$ cat src/rtl/stove_controller.sv
`default_nettype none
// ============================================================================
// Module   : stove_controller
// Brief    : Single-burner hotplate sequencer that handles power and level
//            events, drives a slot-based heater duty cycle, performs idle
//            auto-off, and indicates residual heat.
// Revision : 1.0 - initial release
// ============================================================================
module stove_controller #(
  parameter int CLK_HZ      = 50_000_000,
  parameter int MAX_LEVEL   = 9,
  parameter int SLOT_CYCLES = 5_000_000,
  parameter int IDLE_S      = 10,
  parameter int COOL_S      = 30
) (
  input  logic       clk,
  input  logic       async_reset,
  input  logic       power_toggle,
  input  logic       level_up,
  input  logic       level_down,
  output logic       power_on,
  output logic [3:0] heat_level,
  output logic       heater_out,
  output logic       hot
);

  localparam int c_TICK_W = (CLK_HZ > 1)      ? $clog2(CLK_HZ)      : 1;
  localparam int c_CYC_W  = (SLOT_CYCLES > 1) ? $clog2(SLOT_CYCLES) : 1;
  localparam int c_IDLE_W = $clog2(IDLE_S + 1);
  localparam int c_COOL_W = $clog2(COOL_S + 1);

  localparam logic [c_TICK_W-1:0] c_TICK_LAST = c_TICK_W'(CLK_HZ - 1);
  localparam logic [c_CYC_W-1:0]  c_CYC_LAST  = c_CYC_W'(SLOT_CYCLES - 1);
  localparam logic [3:0]          c_SLOT_LAST = 4'(MAX_LEVEL - 1);
  localparam logic [3:0]          c_LVL_MAX   = 4'(MAX_LEVEL);
  localparam logic [c_IDLE_W-1:0] c_IDLE_MAX  = c_IDLE_W'(IDLE_S);
  localparam logic [c_COOL_W-1:0] c_COOL_MAX  = c_COOL_W'(COOL_S);

  typedef enum logic [0:0] {
    S_OFF = 1'b0,
    S_ON  = 1'b1
  } state_t;

  state_t              r_state;
  logic [3:0]          r_level;
  logic [c_IDLE_W-1:0] r_idle;
  logic [c_COOL_W-1:0] r_cool;
  logic [c_TICK_W-1:0] r_tick_cnt;
  logic [c_CYC_W-1:0]  r_cyc;
  logic [3:0]          r_slot;
  logic                r_heater;
  logic                r_hot;

  logic w_tick;
  logic w_slot_wrap;
  logic w_up_only;
  logic w_dn_only;
  logic w_any_level;

  assign w_tick      = (r_tick_cnt == c_TICK_LAST);
  assign w_slot_wrap = (r_cyc == c_CYC_LAST);
  assign w_up_only   = level_up & ~level_down;
  assign w_dn_only   = level_down & ~level_up;
  assign w_any_level = level_up | level_down;

  // One-second prescaler, free-running from reset
  always_ff @(posedge clk or posedge async_reset) begin
    if (async_reset) begin
      r_tick_cnt <= '0;
    end else if (w_tick) begin
      r_tick_cnt <= '0;
    end else begin
      r_tick_cnt <= r_tick_cnt + 1'b1;
    end
  end

  always_ff @(posedge clk or posedge async_reset) begin
    if (async_reset) begin
      r_cyc  <= '0;
      r_slot <= '0;
    end else if (w_slot_wrap) begin
      r_cyc  <= '0;
      r_slot <= (r_slot == c_SLOT_LAST) ? 4'd0 : r_slot + 4'd1;
    end else begin
      r_cyc  <= r_cyc + 1'b1;
    end
  end

  // Power/level FSM; a toggle outranks level events, which outrank the idle timeout
  always_ff @(posedge clk or posedge async_reset) begin
    if (async_reset) begin
      r_state <= S_OFF;
      r_level <= 4'd0;
      r_idle  <= '0;
    end else begin
      case (r_state)
        S_OFF: begin
          r_idle <= '0;
          if (power_toggle) begin
            r_state <= S_ON;
            r_level <= 4'd0;
          end
        end
        S_ON: begin
          if (power_toggle) begin
            r_state <= S_OFF;
            r_level <= 4'd0;
            r_idle  <= '0;
          end else if (w_any_level) begin
            r_idle <= '0;
            if (w_up_only && (r_level != c_LVL_MAX)) begin
              r_level <= r_level + 4'd1;
            end else if (w_dn_only && (r_level != 4'd0)) begin
              r_level <= r_level - 4'd1;
            end
          end else if (r_idle == c_IDLE_MAX) begin
            r_state <= S_OFF;
            r_idle  <= '0;
          end else if (r_level != 4'd0) begin
            r_idle <= '0;
          end else if (w_tick) begin
            r_idle <= r_idle + 1'b1;
          end
        end
        default: begin
          r_state <= S_OFF;
          r_level <= 4'd0;
          r_idle  <= '0;
        end
      endcase
    end
  end

  always_ff @(posedge clk or posedge async_reset) begin
    if (async_reset) begin
      r_heater <= 1'b0;
      r_cool   <= '0;
      r_hot    <= 1'b0;
    end else begin
      r_heater <= (r_state == S_ON) && (r_slot < r_level);
      if (r_level != 4'd0) begin
        r_cool <= '0;
      end else if (w_tick && (r_cool != c_COOL_MAX)) begin
        r_cool <= r_cool + 1'b1;
      end
      if (r_heater) begin
        r_hot <= 1'b1;
      end else if (r_cool == c_COOL_MAX) begin
        r_hot <= 1'b0;
      end
    end
  end

  assign power_on   = (r_state == S_ON);
  assign heat_level = r_level;
  assign heater_out = r_heater;
  assign hot        = r_hot;

endmodule
`default_nettype wire

$ cat config.mk
export PLATFORM = sky130hd
export DESIGN_NAME = stove_controller
export DESIGN_NICKNAME = d
export VERILOG_FILES = /design/src/rtl/stove_controller.sv
export SDC_FILE = /design/constraint.sdc
export NUM_CORES = 1
export LEC_CHECK = 0
export CAP_MARGIN = 20
export CORE_AREA = 3 3 96 80
export DETAILED_ROUTE_END_ITERATION = 8
export DIE_AREA = 0 0 99 83
export GPL_ROUTABILITY_DRIVEN = 0
export PLACE_DENSITY = 0.71
export SLEW_MARGIN = 0
export SYNTH_ARGS = -nofsm -noshare
export SYNTH_HDL_FRONTEND = slang
export SYNTH_SLANG_ARGS = --single-unit
$ cat constraint.sdc
create_clock -name clk -period 2.92 [get_ports clk]
set_input_delay 0.292 -clock clk [delete_from_list [all_inputs] [get_ports clk]]
set_output_delay 0.292 -clock clk [all_outputs]
set_load 0.05 [all_outputs]
-- After elaboration in Yosys (flattened, before gate mapping)
Cells that the tools add are included.
- input port bits: 5
- logic and storage cells: 66
- bits in registers: 69
- output and inout port bits: 7
- muxes and demuxes: 24
- $lt $le $gt $ge: 1
- equality and inequality tests: 11
- bitwise logic cells: 6
- $add $sub $neg: 7
- reduce and logical (&&, ||, !) cells: 8
- operators with widths (operator ; number):
    $mux 4 ; 11
    $add 26x1->26 const B ; 1
    $eq 26x26->1 const B ; 1
    $mux 26 ; 1
    $add 23x1->23 const B ; 1
    $eq 23x23->1 const B ; 1
    $mux 23 ; 1
    $pmux 4 s2 ; 2
    $add 4x1->4 const B ; 3
    $mux 5 ; 2
    $eq 4x4->1 const B ; 2
    $mux 1 ; 6
    $ne 6x2->1 const B ; 1
    $add 5x1->5 const B ; 1
    $eq 5x5->1 const B ; 1
    $ne 5x5->1 const B ; 1
    $logic_and 1x1->1 ; 4
    $lt 4x4->1 ; 1
    $ne 4x2->1 const B ; 1
    $ne 4x4->1 const B ; 1
    $reduce_bool 2->1 ; 2
    $reduce_bool 4->1 ; 1
    $sub 4x1->4 const B ; 1
    $ne 3x2->1 const B ; 1
    other kinds (6) ; 9

-- Longest topological paths before layout
- depth in word-level cells: 8
- mapped depth: 7
- gate-level depth less buffers: 7

-- Worst setup path after synthesis
Ideal clock, no wire load.
- path kind: register to register
- from: register r_level[1] (netlist: heat_level[1])
- to: register r_level[3] (netlist: heat_level[3])
- buffers on the path: 0
- arrival: 1.976 ns
- setup slack: 0.845 ns
- data required time: 2.821 ns
- cell stages (with the launch flop): 8
- setup time: 0.099 ns
- cells stage by stage: dfrtp_1 > nand4bb_1 > nand2_1 > ha_1 > a21o_1 > a21oi_1 > or3_1 > a311oi_1
- word-level cells in the longest chain between the ends: 6
- ends and longest elaborated chain (element ; line ; RTL):
    start, declared ; 45 ; logic [3:0] r_level;
    start signal, assigned ; 112 ; r_level <= r_level + 4'd1;
    start signal, assigned ; 114 ; r_level <= r_level - 4'd1;
    $sub 4x1->4 / $ne 4x4->1 (equally long branches) ; 114, 111 ;
    $mux 4 / $logic_and 1x1->1 (equally long branches) ; 113, 111 ;
    $mux 4 ; 111 ; if (w_up_only && (r_level != c_LVL_MAX)) begin
    $mux 4 ; 109 ; end else if (w_any_level) begin
    $mux 4 ; 105 ; if (power_toggle) begin
    $pmux 4 s2 ; 96 ; case (r_state)
Parallel ways exist; a longest one is shown, timed or not. The select of a mux whose other input is x is not followed.
A chain may end at the register's enable or synchronous reset.

-- Worst setup path in the final report
- from: register r_tick_cnt[0]
- to: register r_idle[1]
- word-level cells in the longest chain between the ends: 2
- ends and longest elaborated chain (element ; line ; RTL):
    start, declared ; 48 ; logic [c_TICK_W-1:0] r_tick_cnt;
    start signal, assigned ; 73 ; r_tick_cnt <= r_tick_cnt + 1'b1;
    $eq 26x26->1 ; 60 ; assign w_tick = (r_tick_cnt == c_TICK_LAST);
    $ne 6x2->1 (no source line) ; -- ;
    end signal, assigned ; 122 ; r_idle <= r_idle + 1'b1;
    end, declared ; 46 ; logic [c_IDLE_W-1:0] r_idle;
No other way between the ends.

==> results.json <==
{
  "cp_top_family": "simple AND/OR/NAND/NOR gates",
  "crit_fanout": 12,
  "root_buffer": "clkbuf_8",
  "cts_tree": "done",
  "cap_viol_max_count": 0,
  "drc": 0,
  "synth_compound_area_share_pct": 9.75,
  "crit_type": "reg -> reg",
  "grt_start_max_net_pins": 36,
  "start_kind": "register",
  "maxSlewViolCount": 0,
  "final_area_um2": 4110,
  "utilization_pct": 60.5,
  "synth_edf_count": 0,
  "end_kind": "register",
  "place_hpwl_um": 4940,
  "grt_pass1_wl_um": 12900,
  "slowest_stage": "nor2_1",
  "synth_area_leaders": "dfrtp_1 47%, xnor2_1 5.0%, ha_1 4.4%",
  "hold_violations": 0,
  "r2r_cells": 6,
  "ys_types": 49,
  "grt_overflow": 0,
  "rsz0062_at_grt": "false",
  "grt_pass1_vias": 2818,
  "synthAdderAreaFrac_pct": 4.96,
  "syn-instance-count": 364,
  "routed_wl_um": 7170,
  "cts_setup_buffers": 0,
  "die_y_um": 83,
  "ios": 12,
  "setup_violations": 0,
  "via_per_inst": 5.97,
  "clock.fmax_mhz": 447,
  "num_rows": 27,
  "synthXorXnorAreaFrac_pct": 7.85,
  "holdBufCountCts": 0,
  "num_vias": 2819,
  "arrival_ps": 2460,
  "status": "finished clean",
  "crit_chain": "ha_1, and4_1, nand4_2, nor2_1, buf_4, a211oi_1",
  "syn2layout_area_growth_pct": 11.6,
  "leakagePower_uw": 0.00174,
  "path_clk_slew_ps": 70,
  "synthMuxAreaShare_pct": 2.55,
  "r2r_slack_ps": 690,
  "fp.coreArea_um2": 6790,
  "synth_top_family_by_area": "simple AND/OR/NAND/NOR gates",
  "syn-num-nets": 383,
  "wl_per_cell_um": 15.2,
  "ctsResizeCount": 0,
  "path_buf_inv": 1,
  "synth_async_sr_flop_share_pct": 100,
  "min_period_ps": 2230,
  "path_depth": 6,
  "num-nets-final": 399,
  "clock_latency_ps": 340,
  "avgSynthCellArea_um2": 10.1,
  "cts_max_level": 3,
  "cellPowerDensity_nw_per_um2": 554,
  "maxSlewHeadroom_pct": 42.6,
  "drtAntennaViolNets": 0,
  "cts_sinks": 69,
  "ys_warn_count": 0,
  "fin_skew_ps": 9.37,
  "die_x_um": 99,
  "fillers": 543,
  "fin_cells": 472,
  "ys.flop_type": "dfrtp_1",
  "multi_input_area_um2": 1840,
  "place_area_um2": 3890,
  "synth_seq_cells": 69,
  "first_pass_iters": 4,
  "yosysTopAreaCell": "dfrtp_1",
  "cts_buffer_depth": 2,
  "seqCellArea_um2": 1730,
  "initial_core_util_pct": 54.2,
  "grt_use_total_pct": 19.3,
  "r2r_end": "r_idle[1]$_DFFE_PP0P_",
  "place_inst": 456,
  "drive_gt1_share_pct": 7.27,
  "numPortBuffers": 11,
  "tns_ps": 0,
  "antenna_found_initial": 0,
  "worst_pin_slew_ps": 853,
  "finalCritPeriodShare_pct": 76.5,
  "insertedDiodeCount": 0,
  "syn-cell-area_um2": 3680,
  "hold_class": "in -> async",
  "power_uw": 2280,
  "drt-initial-drc-count": 143,
  "synth_top_area_share_pct": 46.9,
  "ir_worst_vdd_uv": 237,
  "ys_seq_area_share_pct": 46.9,
  "reg2reg_from": "r_tick_cnt[0]$_DFF_PP0_",
  "die_area_um2": 8220,
  "cts_made_buffers": 9,
  "critPathMaxStageDelay_ps": 450,
  "worstPathRequired_ps": 3150,
  "synth-simple-area-share_pct": 24.9
}
[layout make-up]
cell class	instances	share of cell area, %
clock inverters	4	1.70
well taps	87	2.65
inverters	15	1.37
multi-input cells	270	44.8
clock buffers	12	3.77
repair buffers	15	3.71
flip-flops and latches	69	42.0
[power by group]
part	switching [uW]	internal [uW]
clock	354	525
sequential	49.6	982
combinational	225	141
[metal layers]
metal	wire length [um]	share of wire [%]	vias to the layer above	track usage, %
met3	376	5.2	6	6.80
met1	3470	48	1370	26.9
met4	44	0.61	0	4.71
met5	0	0	-	0
met2	3280	46	62	28.8
li1	-	-	1381	-
[how the worst max path moves through the flow]
stage | from | slack (ps) | endpoint
finish | r_tick_cnt[0]$_DFF_PP0_ | 690 | r_idle[1]$_DFFE_PP0P_
global route | r_tick_cnt[0]$_DFF_PP0_ | 520 | r_idle[1]$_DFFE_PP0P_
CTS | r_tick_cnt[0]$_DFF_PP0_ | 700 | r_idle[1]$_DFFE_PP0P_
detailed placement | level_up | 640 | heat_level[3]$_DFFE_PP0P_
global placement | level_up | 690 | heat_level[3]$_DFFE_PP0P_
floorplan | heat_level[1]$_DFFE_PP0P_ | 840 | heat_level[3]$_DFFE_PP0P_
[sequential cells by signal, summed over array words and instances, names as in the netlist]
name / flops
r_idle: 4
r_slot: 4
heat_level: 4
heater_out: 1
r_cyc: 23
hot: 1
r_tick_cnt: 26
r_cool: 5
power_on: 1
[synthesized netlist by cell type, types with 3 or more instances]
cell	instances
dfrtp_1	69
nor2_1	26
nand2_1	25
xnor2_1	21
a21oi_1	19
nand4_1	19
nand3_1	18
inv_1	15
ha_1	13
xor2_1	12
o31ai_1	11
or4_1	11
nor4_1	9
o21ai_0	9
and4_1	7
nor3_1	7
mux2i_1	6
a21o_1	5
buf_2	5
nor2b_1	5
or3_1	5
and3_1	4
nand2b_1	4
a211oi_1	3
a31oi_1	3
and2_1	3
mux2_2	3
nor4b_1	3
[stage by stage]
step,setup slack (ps),hold WS [ps]
after floorplan,845,358
after global placement,694,449
after detailed placement,636,460
after CTS,702,415
after global routing,518,455
final,685,403
[placed cells by master (no fill, tap or decap), types with 9 or more instances in the layout]
cell type        Yosys  routed
ha_1                13      13
a21oi_1             19      19
nand2_1             25      25
nand3_1             18      18
dfrtp_1             69      69
o21ai_0              9       9
inv_1               15      14
nor2_1              26      26
o31ai_1             11      11
or4_1               11      11
clkbuf_8             0      11
nor4_1               9       9
xor2_1              12      12
xnor2_1             21      21
nand4_1             19      19
clkdlybuf4s50_1      0      11
[logic make-up (layout without fill, tap and decap cells)]
| logic type | after synthesis | in the layout |
|---|---|---|
| compound gates | 56 | 56 |
| xor+xnor | 33 | 33 |
| fa+ha+maj | 14 | 14 |
| buf+inv | 25 | 46 |
| flops | 69 | 69 |
| mux | 9 | 9 |
| simple gates | 158 | 158 |
[worst reg2reg max path, cell delays in order, from the launching register on]
cell,delay (ps)
dfrtp_1,380
ha_1,240
and4_1,360
nand4_2,320
nor2_1,450
buf_4,280
a211oi_1,90
(Power assumes the default switching activity.)
